### src/rtl/vga_sync_gen.sv
// VGA timing generator: pixel-enable toggle, h/v counters, registered syncs and colour,
// plus a one-clk frame_start pulse on every frame wrap (never on the first frame after reset).
module vga_sync_gen #(
  parameter int unsigned H_DISPLAY = 640,
  parameter int unsigned H_FRONT   = 16,
  parameter int unsigned H_SYNC    = 96,
  parameter int unsigned H_BACK    = 48,
  parameter int unsigned V_DISPLAY = 480,
  parameter int unsigned V_FRONT   = 10,
  parameter int unsigned V_SYNC    = 2,
  parameter int unsigned V_BACK    = 33
) (
  input  logic       clk,
  input  logic       rst_n,
  input  logic [7:0] rgb_in,
  output logic [9:0] pixel_x,
  output logic [9:0] pixel_y,
  output logic       video_on,
  output logic       pixel_tick,
  output logic       hsync,
  output logic       vsync,
  output logic [7:0] rgb_out,
  output logic       frame_start
);

  localparam int unsigned HTotal = H_DISPLAY + H_FRONT + H_SYNC + H_BACK;
  localparam int unsigned VTotal = V_DISPLAY + V_FRONT + V_SYNC + V_BACK;

  localparam logic [9:0] HMax        = 10'(HTotal - 1);
  localparam logic [9:0] VMax        = 10'(VTotal - 1);
  localparam logic [9:0] HDisp       = 10'(H_DISPLAY);
  localparam logic [9:0] VDisp       = 10'(V_DISPLAY);
  localparam logic [9:0] HSyncStart  = 10'(H_DISPLAY + H_FRONT);
  localparam logic [9:0] HSyncEnd    = 10'(H_DISPLAY + H_FRONT + H_SYNC - 1);
  localparam logic [9:0] VSyncStart  = 10'(V_DISPLAY + V_FRONT);
  localparam logic [9:0] VSyncEnd    = 10'(V_DISPLAY + V_FRONT + V_SYNC - 1);

  logic       tick_q;
  logic [9:0] h_q, h_d;
  logic [9:0] v_q, v_d;
  logic       hsync_q, hsync_d;
  logic       vsync_q, vsync_d;
  logic [7:0] rgb_q, rgb_d;
  logic       frame_start_q, frame_start_d;
  logic       h_last, v_last;

  assign h_last   = (h_q == HMax);
  assign v_last   = (v_q == VMax);
  assign video_on = (h_q < HDisp) && (v_q < VDisp);

  always_comb begin
    h_d           = h_q;
    v_d           = v_q;
    hsync_d       = hsync_q;
    vsync_d       = vsync_q;
    rgb_d         = rgb_q;
    frame_start_d = 1'b0;
    if (tick_q) begin
      h_d = h_last ? 10'd0 : h_q + 10'd1;
      // v moves on the same edge as the h wrap, so (799,524) goes straight to (0,0)
      if (h_last) begin
        v_d = v_last ? 10'd0 : v_q + 10'd1;
      end
      hsync_d       = !((h_q >= HSyncStart) && (h_q <= HSyncEnd));
      vsync_d       = !((v_q >= VSyncStart) && (v_q <= VSyncEnd));
      rgb_d         = video_on ? rgb_in : 8'h00;
      frame_start_d = h_last && v_last;
    end
  end

  always_ff @(posedge clk or negedge rst_n) begin
    if (!rst_n) begin
      tick_q        <= 1'b0;
      h_q           <= 10'd0;
      v_q           <= 10'd0;
      hsync_q       <= 1'b1;
      vsync_q       <= 1'b1;
      rgb_q         <= 8'h00;
      frame_start_q <= 1'b0;
    end else begin
      tick_q        <= ~tick_q;
      h_q           <= h_d;
      v_q           <= v_d;
      hsync_q       <= hsync_d;
      vsync_q       <= vsync_d;
      rgb_q         <= rgb_d;
      frame_start_q <= frame_start_d;
    end
  end

  assign pixel_x     = h_q;
  assign pixel_y     = v_q;
  assign pixel_tick  = tick_q;
  assign hsync       = hsync_q;
  assign vsync       = vsync_q;
  assign rgb_out     = rgb_q;
  assign frame_start = frame_start_q;

endmodule

### config.mk
export PLATFORM = sky130hd
export DESIGN_NAME = vga_sync_gen
export DESIGN_NICKNAME = d
export VERILOG_FILES = /design/src/rtl/vga_sync_gen.sv
export SDC_FILE = /design/constraint.sdc
export NUM_CORES = 1
export LEC_CHECK = 0
export ABC_CLOCK_PERIOD_IN_PS = 2450
export CAP_MARGIN = 25
export CORE_MARGIN = 10
export CORE_UTILIZATION = 61
export DETAILED_ROUTE_END_ITERATION = 10
export DONT_BUFFER_PORTS = 1
export MAX_ROUTING_LAYER = met4
export PLACE_DENSITY = 0.77
export RECOVER_POWER = 50
export SYNTH_ARGS = -nofsm -noshare
export SYNTH_HDL_FRONTEND = slang
export SYNTH_SLANG_ARGS = --single-unit
### constraint.sdc
create_clock -name clk -period 2.45 [get_ports clk]
set_input_delay 0.245 -clock clk [delete_from_list [all_inputs] [get_ports clk]]
set_output_delay 0.245 -clock clk [all_outputs]
set_load 0.05 [all_outputs]
## Word level (Yosys, flattened, before mapping)

Index checks and enable logic that the tools add are counted.
W data, S select, Z words.

| storage, ports and cells | value |
|---|---|
| flip-flop bits (word level) | 32 |
| bits of input ports | 10 |
| output and inout port bits | 33 |
| word-level logic and storage cells | 29 |

| operators by class | value |
|---|---|
| $add $sub $neg | 2 |
| order comparisons | 6 |
| equal/unequal tests | 2 |
| multiplexer cells | 4 |
| bitwise operators | 1 |
| reduce and logical (&&, ||, !) cells | 7 |

Operator list:

| kind | number |
|---|---|
| $add A10 B1 Y10 const B | 2 |
| $eq A10 B10 Y1 const B | 2 |
| $mux W10 | 2 |
| $ge A10 B10 Y1 const B | 1 |
| $ge A10 B9 Y1 const B | 1 |
| $le A10 B10 Y1 const B | 1 |
| $le A10 B9 Y1 const B | 1 |
| $lt A10 B10 Y1 const B | 1 |
| $lt A10 B9 Y1 const B | 1 |
| $mux W8 | 1 |
| $logic_and A1 B1 Y1 | 4 |
| $logic_not A1 Y1 | 2 |
| $reduce_and A2 Y1 | 1 |
| $mux W1 | 1 |
| $not A1 Y1 | 1 |

## Longest topological paths before layout

Gate-level depths: netlist of the first run.

| logic depth | value |
|---|---|
| depth after elaboration | 3 |
| gate-level depth with buffers | 7 |

## Worst setup path before layout of the first run

No wires, ideal clock.

| timing | value |
|---|---|
| path kind | flip-flop to flip-flop |
| from | register h_q[4], in the netlist pixel_x[4] |
| to | register v_q[0], in the netlist pixel_y[0] |
| setup time | 125 ps |
| arrival time | 1,922 ps |
| setup slack | 403 ps |
| stages on the path, launching flop included | 4 |
| path through | dfrtp_1 or4b_4 or3_4 mux2_2 |

| on the way | value |
|---|---|
| word-level cells in the longest chain between the ends | 2 |

RTL lines:

| what | RTL line | source |
|---|---|---|
| start: declaration | 39 | `logic [9:0] h_q, h_d;` |
| start signal: assignment | 74 | `h_q <= 10'd0;` |
| start signal: assignment | 82 | `h_q <= h_d;` |
| $eq A10 B10 Y1 | 47 | `assign h_last = (h_q == HMax);` |
| $reduce_and A2 Y1 (no line) | n/a |  |
| end signal: assignment | 83 | `v_q <= v_d;` |
| end: declaration | 40 | `logic [9:0] v_q, v_d;` |

Every way passes these cells.
A chain may end at the register's enable or synchronous reset.

## Worst setup path in the final report of the first run

| timing | value |
|---|---|
| from | register v_q[8], in the netlist pixel_y[8] |
| to | output video_on |

| on the way | value |
|---|---|
| word-level cells in the longest chain between the ends | 2 |

RTL lines:

| what | RTL line | source |
|---|---|---|
| $lt A10 B9 Y1 | 49 | `assign video_on = (h_q < HDisp) && (v_q < VDisp);` |
| $logic_and A1 B1 Y1 | 49 |  |
| end: declaration | 18 | `output logic video_on,` |

Every way passes these cells.

==> metrics, run 1 <==
Diodes inserted 0; ys async rst share 100%; FF+latch area 803 µm²; TritonCTS buffer count 5; post-synthesis simple-gate area fraction 23.1%; sequential share of the synthesized area 50.9%; PortBufs 0; Fin Setup TNS 0 ns; final net count 191; failing checks capacitance limit, slew limit; Iter 0 DRT Violations 86; largest net degree at the start of global routing 33; worst skew pair latency 0.34 ns; clock tree sinks 32; leakage 0.778 nW; first-pass GRT wire length 6640 µm; WHS Endpoint rgb_out[3]; Rel. slew slack -12.5%; final core utilization 71.5%; first-pass detailed-route iteration total 4; Critical Path RT 2.20 ns; Synth area leaders dfrtp_1, o2bb2ai_1, nand2_1; Worst Skew 0.00863 ns; Synth Area in Compound Gates 13.9%; unrepaired setup endpoints after global routing no; Yosys cell types 39; Ys Warns 0; final hold viol count 0; footprint of the multi-input gates 716 µm²; period utilisation layout 90.6%; area leader, netlist dfrtp_1; die height 70.9 µm; worst r2r src pixel_y[9]; hold path depth 2; outcome finished, violations left; reg2reg end pixel_y[2]; Crit Path Class reg2out; Mean Syn Cell Area 10.5 µm²; min cycle time layout 2.22 ns; top cell type's share of synthesized area 47.5%; detailed placement HPWL 2910 µm; Fillers 201; reg2reg setup slack 0.29 ns; worst path arrival time 1.97 ns; Synth Area in Adders 3.17%; worst hold path class in2reg; htree depth 2; ANT nets after route 0; largest family of logic cells by synthesized area simple AND/OR/NAND/NOR gates; peak supply drop 0.000441 V; cell count after synthesis 151; Setup Viol. Count Final 0; GRT Resource Usage Total 16.7%; CTS tree built; element type at the critical path end output pin; crit path max fanout 9; post-CTS setup buffers 0; mux cell area share after synthesis 0.713%; share of cells above drive strength 1 15.7%; max-slew violations 33; Avg WL per Cell 18.9 µm; XOR/XNOR share of the synthesized area 4.44%; Core Box Area 2480 µm²; Fmax 451 MHz; root buffer cell clkbuf_4; routed wire length 3930 µm; CP startpoint kind register; Avg Vias per Cell 6.12; Synth Cell Area 1580 µm²; EDFF count, synth 0; # rows 18; Synth Flop Type dfrtp_1; min-delay src rgb_in[3]; Yosys reg bits 32; worst-margin pin slew 1.69 ns; PD cells 510 nW/µm²; max cap viols 1; vias 1272; die area 5020 µm²; area grow syn2layout 12.1%; routability cong. 0.889; Clock Path Buffers 2; R2R cell count 5; DR DRC count 0; grt total ovfl 0; initial core utilization 63.7%; io pins 43; clock-pin slew on the worst setup and hold paths 0.10 ns; vias in the first global route 1302; initial antenna violation count 0; Synthesized Nets 165; Die Wd 70.9 µm
-- placed cells by master, fill, tap and decap left out, drive strengths merged, types with 2 or more instances in the layout --
master / instances
clkbuf: 20
nor2: 11
a32o: 2
xor2: 3
nand2: 17
dfstp: 2
nor3: 6
o2bb2ai: 8
dfrtp: 30
xnor2: 5
clkinv: 3
and4: 3
buf: 9
a22o: 5
nand3: 7
a21oi: 2
ha: 4
or3: 2
nor2b: 3
nand4: 4
and2: 2
inv: 5
and3: 4
o21ai: 12
-- how the worst max path moves through the flow --
stage               cells past startpoint  slack [ns]         end        from
floorplan                               3        0.40  pixel_y[0]  pixel_x[4]
global placement                        6        0.62  pixel_y[5]  pixel_y[0]
detailed placement                      4        0.58  pixel_y[5]  pixel_y[8]
CTS                                     3        0.21    video_on  pixel_y[8]
global route                            3        0.05    video_on  pixel_y[8]
finish                                  3        0.23    video_on  pixel_y[8]
-- per-stage QoR --
| stage | cells | hold slack [ns] | power, mW | worst slack (ns) | instance area (µm²) |
|---|---|---|---|---|---|
| 3_3_place_gp | 198 | -0.0496 | 0.580 | 0.621 | 1740 |
| 4_1_cts | 208 | 0.00892 | 0.911 | 0.213 | 1840 |
| 3_5_place_dp | 198 | -0.0495 | 0.582 | 0.577 | 1740 |
| 5_1_grt | 208 | 0.00974 | 0.940 | 0.0470 | 1770 |
| 6_report | 208 | 0.0275 | 0.903 | 0.231 | 1770 |
| 2_1_floorplan | 151 | -0.0506 | 0.578 | 0.403 | 1580 |
-- power by group --
part / internal [mW] / switching (mW)
sequential: 0.534 / 0.0298
clock: 0.136 / 0.185
combinational: 0.00450 / 0.0136
-- worst max-delay path, stage by stage, from the launching register on --
cell and delay (ns):
dfrtp_1 0.70, nand4_1 0.27, nand3b_1 0.36, inv_1 0.31
-- cell type report --
cell class                 count  area share [%]
inverter                       6            1.27
tap                           30            2.12
clock inverter                 2           0.565
timing repair buffer          24            7.35
sequential                    32            45.4
clock buffer                   6            2.90
multi-input combinational    108            40.4
-- synthesized netlist by cell type (3+ instances only) --
cell type  number
dfrtp_1        30
nand2_1        17
nor2_1         10
o21ai_0         8
o2bb2ai_1       8
nand3_1         7
a22o_1          5
inv_1           5
nor3_1          5
xnor2_1         5
ha_1            4
nand4_1         4
o21ai_1         4
nor2b_1         3
xor2_1          3
-- sequential cells by signal, indices dropped and copies added, names as in the netlist --
| name | flops |
|---|---|
| frame_start | 1 |
| hsync | 1 |
| pixel_tick | 1 |
| pixel_x | 10 |
| pixel_y | 10 |
| rgb_out | 8 |
| vsync | 1 |
-- repair_timing --
| item | 4_1_cts | 5_1_grt |
|---|---|---|
| hold buffers | 2 | 0 |
| endpoints found under the setup margin | 0 | 0 |
| resized for setup | 0 | 0 |
| endpoints found under the hold margin | 32 | 0 |
-- routing by layer --
metal  vias to the layer above  part of all wire (%)  GRT usage, %
met5                         -                     0             -
met3                         9                    10          7.81
met1                       627                    39          17.3
met4                         0                   1.7          7.10
li1                        594                     -             -
met2                        42                    49          26.7
-- cell families (layout without fill, tap and decap cells) --
group           count (synthesis)  after routing
xor+xnor                        8              8
compound gates                 31             31
flops                          32             32
buf+inv                        11             38
mux                             1              1
fa+ha+maj                       4              4
simple gates                   64             64
(Power assumes the default switching activity.)
==> run 2: changes to the inputs <==
CORE_UTILIZATION = 65   (was 61)
CTS_BUF_LIST = sky130_fd_sc_hd__clkbuf_4   (was unset)
PLACE_DENSITY = 0.81   (was 0.77)
==> run 2 against run 1 <==
Against the previous run: the run still ends with capacitance limit, slew limit left; combinational power about the same; largest power group unchanged; setup slack got worse by 0.014 ns; routed wire length decreased by 1.4%.
==> metrics, run 2 (synthesis results as in run 1) <==
peak supply drop 0.000509 V; max cap viols 1; first-pass detailed-route iteration total 4; met1 Use GR 19.6%; first-pass GRT wire length 6750 µm; vias in the first global route 1327; commonest non-fill, non-tap cell in the layout dfrtp_1; vias 1269; final core utilization 79.1%; unrepaired setup endpoints after global routing no; Setup Viol. Count Final 0; largest net degree at the start of global routing 33; worst path cell trace buf_4, o21ai_0, nand3b_1, inv_1; Fmax 448 MHz; met3 usage 9.84%; Avg Vias per Cell 6.19; crit path max fanout 9; Slowest cell on crit path inv_1; PD cells 553 nW/µm²; routed wire length 3870 µm; CTS tree built; initial antenna violation count 0; CP max stage delay 0.44 ns; share of cells above drive strength 1 15.8%; Rel. slew slack -10.8%; die height 69.3 µm; period utilisation layout 91.2%; worst skew pair latency 0.34 ns; Cell Count, Final, Fillers Out 205; Core Box Area 2250 µm²; post_cts resized 0; clock tree sinks 32; detailed placement HPWL 2770 µm; clock share of power 41.0%; Iter 0 DRT Violations 104; clock-pin slew on the worst setup and hold paths 0.11 ns; area grow syn2layout 12.9%; io pins 43; outcome finished, violations left; final hold viol count 0; root buffer cell clkbuf_4; # rows 17; Int Pwr 0.764 mW; Placed Cells incl. Taps 195; GR peak layer met2; Die Wd 69.3 µm; Clock Path Buffers 2; Logic pwr share 1.8%; final instance area 1780 µm²; failing checks capacitance limit, slew limit; min cycle time layout 2.23 ns; met2 Use GR 25.0%; initial core utilization 70.0%; die area 4800 µm²; worst path arrival time 1.99 ns; DP Area 1730 µm²; max-slew violations 33; Diodes inserted 0; leakage 0.785 nW; htree depth 2; Fillers 159; Avg WL per Cell 18.9 µm; TritonCTS buffer count 5; CP startpoint kind register; PortBufs 0; final net count 190; routability cong. 0.835; DR DRC count 0; NetSw 0.223 mW; Crit Path Class reg2out; Fin Setup TNS 0 ns; worst hold path class in2reg; buffers and inverters on the worst path 2; Flop pwr share 57.2%; GRT Resource Usage Total 17.2%; sw frac 22.6%; delay-heaviest family, CP buffers and inverters; most frequent cells in the layout dfrtp_1, nand2_1, clkbuf_1; Worst Skew 0.0147 ns; element type at the critical path end output pin; total power 0.986 mW; Critical Path RT 2.20 ns; worst-margin pin slew 1.66 ns; grt total ovfl 0; ANT nets after route 0
run 2: cell count changes in the layout (fill, tap and decap cells not counted), sizes merged:
cell / delta
bufinv: +1
clkbuf: -1
clkinv: -1
run 2: path summary, 6_finish.rpt:
check / startpoint / to / slack [ns] / cells past startpoint
worst max-delay path: pixel_x[7] / video_on / 0.22 / 4
worst min-delay path: rgb_in[2] / rgb_out[2] / 0.02 / 2
worst max register to register: pixel_y[1] / pixel_y[6] / 0.30 / 6
worst min register to register: pixel_x[8] / pixel_x[8] / 0.53 / 1
max in group asynchronous: rst_n / rgb_out[7] / 0.60 / 2
min in group asynchronous: rst_n / rgb_out[4] / 0.87 / 2
run 2: through the flow:
step           hold slack [ns]  setup WS, ns
6_report                0.0208         0.216
5_1_grt                 0.0114        0.0356
4_1_cts                 0.0150         0.236
3_5_place_dp           -0.0495         0.577
3_3_place_gp           -0.0496         0.594
2_1_floorplan          -0.0506         0.403
run 2: power groups by stage:
stage	combinational (mW)	sequential [mW]	clock (mW)
global route	0.0218	0.565	0.439
global placement	0.00611	0.574	0
detailed placement	0.00714	0.575	0
CTS	0.0226	0.564	0.411
finish	0.0181	0.564	0.404
floorplan	0.00553	0.573	0
run 2: final cells by class:
| type | instances | area [µm²] | area share [%] |
|---|---|---|---|
| flip-flops and latches | 32 | 803 | 45.1 |
| inverters | 6 | 22.5 | 1.26 |
| multi-input cells | 108 | 716 | 40.1 |
| repair buffers | 23 | 126 | 7.09 |
| clock inverters | 2 | 35.0 | 1.96 |
| well taps | 28 | 35.0 | 1.96 |
| clock buffers | 6 | 45.0 | 2.53 |
run 2: layer usage:
metal	part of all wire, %	up-vias
met4	0.83	0
met5	0	-
met2	48	58
li1	-	591
met3	12	4
met1	40	616
run 2: repair_timing:
item	in CTS	in global routing
buffers inserted	0	0
hold buffers	2	0
setup endpoints to repair	0	0
endpoints found under the hold margin	32	0
run 2: worst register-to-register path, stage by stage, from the launching register on:
cell      delay, ns
dfrtp_1        0.36
clkbuf_1       0.63
ha_1           0.33
and3_1         0.21
and3_1         0.21
o21ai_1        0.08
a22o_1         0.25
==> run 3: changes to the inputs <==
REMOVE_ABC_BUFFERS = 1   (was unset)
==> run 3 against run 2 <==
Against the previous run: count of clock-buffer cells in the layout is 1 higher; combinational power hardly changed; clock skew is 0.0077 ns lower; non-clock buffer count is 1 lower; first-iteration DRC count is 2.9% lower; the run still ends with capacitance limit, slew limit left; critical path depth is 1 lower; critical path type unchanged.
==> metrics, run 3 (synthesis results as in run 1) <==
outcome finished, violations left; failing checks capacitance limit, slew limit; share of cells above drive strength 1 15.3%; Int Pwr 0.671 mW; detailed placement HPWL 2860 µm; most frequent cells in the layout dfrtp_1, nand2_1, clkbuf_1; worst-margin pin slew 1.69 ns; crit path max fanout 9; Flop pwr share 63.6%; vias 1268; Iter 0 DRT Violations 101; Die Wd 69.3 µm; sw frac 24.2%; Crit Path Class reg2out; worst hold path class in2reg; leakage 0.770 nW; Clock Path Buffers 2; Placed Cells incl. Taps 194; Cell Count, Final, Fillers Out 204; largest net degree at the start of global routing 33; DR DRC count 0; peak supply drop 0.000442 V; initial antenna violation count 0; clock share of power 34.3%; Critical Path RT 2.20 ns; routed wire length 3890 µm; Avg WL per Cell 19.0 µm; PD cells 505 nW/µm²; commonest non-fill, non-tap cell in the layout dfrtp_1; grt total ovfl 0; max cap viols 1; element type at the critical path end output pin; area grow syn2layout 11.2%; Core Box Area 2250 µm²; min cycle time layout 2.21 ns; initial core utilization 70.0%; clock-pin slew on the worst setup and hold paths 0.10 ns; Setup Viol. Count Final 0; Worst Skew 0.00700 ns; Diodes inserted 0; Avg Vias per Cell 6.22; setup ws final 0.237 ns; routability cong. 0.802; Logic pwr share 2.0%; worst skew pair latency 0.32 ns; final net count 189; ANT nets after route 0; CTS tree built; Rel. slew slack -12.4%; max-slew violations 33; TritonCTS buffer count 5; period utilisation layout 90.3%; io pins 43; first-pass detailed-route iteration total 6; post-CTS setup buffers 0; GRT Resource Usage Total 17.1%; root buffer cell clkbuf_4; Fin Setup TNS 0 ns; clock tree sinks 32; vias in the first global route 1381; pre-CTS WS 0.551 ns; die area 4800 µm²; # rows 17; worst path arrival time 1.97 ns; unrepaired setup endpoints after global routing no; die height 69.3 µm; first-pass GRT wire length 6790 µm; Fmax 452 MHz; CP startpoint kind register; htree depth 2; final core utilization 77.9%; final hold viol count 0; NetSw 0.215 mW; PortBufs 0
==> run 3: changes by cell type in the layout (fill, tap and decap cells not counted), sizes merged <==
cell,previous run,this run
bufinv,1,0
==> run 3: metrics by stage <==
stage | hold WS, ns | area, µm² | power (mW)
after floorplan | -0.0506 | 1540 | 0.578
after global placement | -0.0496 | 1730 | 0.580
after detailed placement | -0.0496 | 1730 | 0.581
after CTS | 0.0323 | 1810 | 0.895
after global routing | 0.0170 | 1760 | 0.925
final | 0.0376 | 1760 | 0.886
==> run 3: path summary, 6_finish.rpt <==
| path | start | to | slack [ns] | depth (start not counted) |
|---|---|---|---|---|
| setup / recovery | pixel_y[9] | video_on | 0.24 | 3 |
| hold / removal | rgb_in[1] | rgb_out[1] | 0.04 | 2 |
| setup reg to reg | pixel_y[9] | pixel_y[5] | 0.24 | 5 |
| hold reg to reg | pixel_x[7] | pixel_x[7] | 0.60 | 1 |
| max in group asynchronous | rst_n | pixel_y[7] | 0.56 | 2 |
| min in group asynchronous | rst_n | pixel_x[6] | 0.90 | 2 |
==> run 3: timing repair <==
item	4_1_cts	5_1_grt
endpoints found under the hold margin	32	0
gates resized for setup	0	0
hold buffers	2	0
==> run 3: cell type report <==
type,count,area (µm²)
Tap cell,28,35.0
Multi-Input combinational cell,108,716
Sequential cell,32,803
Clock buffer,7,52.6
Clock inverter,1,3.75
Fill cell,173,499
Inverter,6,22.5
Timing Repair Buffer,22,123
==> run 3: critical path, cell delays in order (launching register included) <==
cell and delay (ns):
dfrtp_1 0.39, clkbuf_1 0.35, nand3b_1 0.47, inv_1 0.44
==> run 3: power groups by stage <==
stage	Clock (mW)	Sequential, mW	Combinational (mW)
after CTS	0.308	0.564	0.0225
after floorplan	0	0.573	0.00548
after detailed placement	0	0.575	0.00685
final	0.304	0.564	0.0180
after global routing	0.339	0.565	0.0214
after global placement	0	0.574	0.00612
==> run 3: routing by layer <==
layer | up-vias | routed length (µm) | track usage [%]
li1 | 594 | - | -
met1 | 615 | 1550 | 18.2
met5 | - | 0 | -
met4 | 0 | 42 | 5.76
met3 | 7 | 315 | 6.70
met2 | 52 | 1980 | 28.1
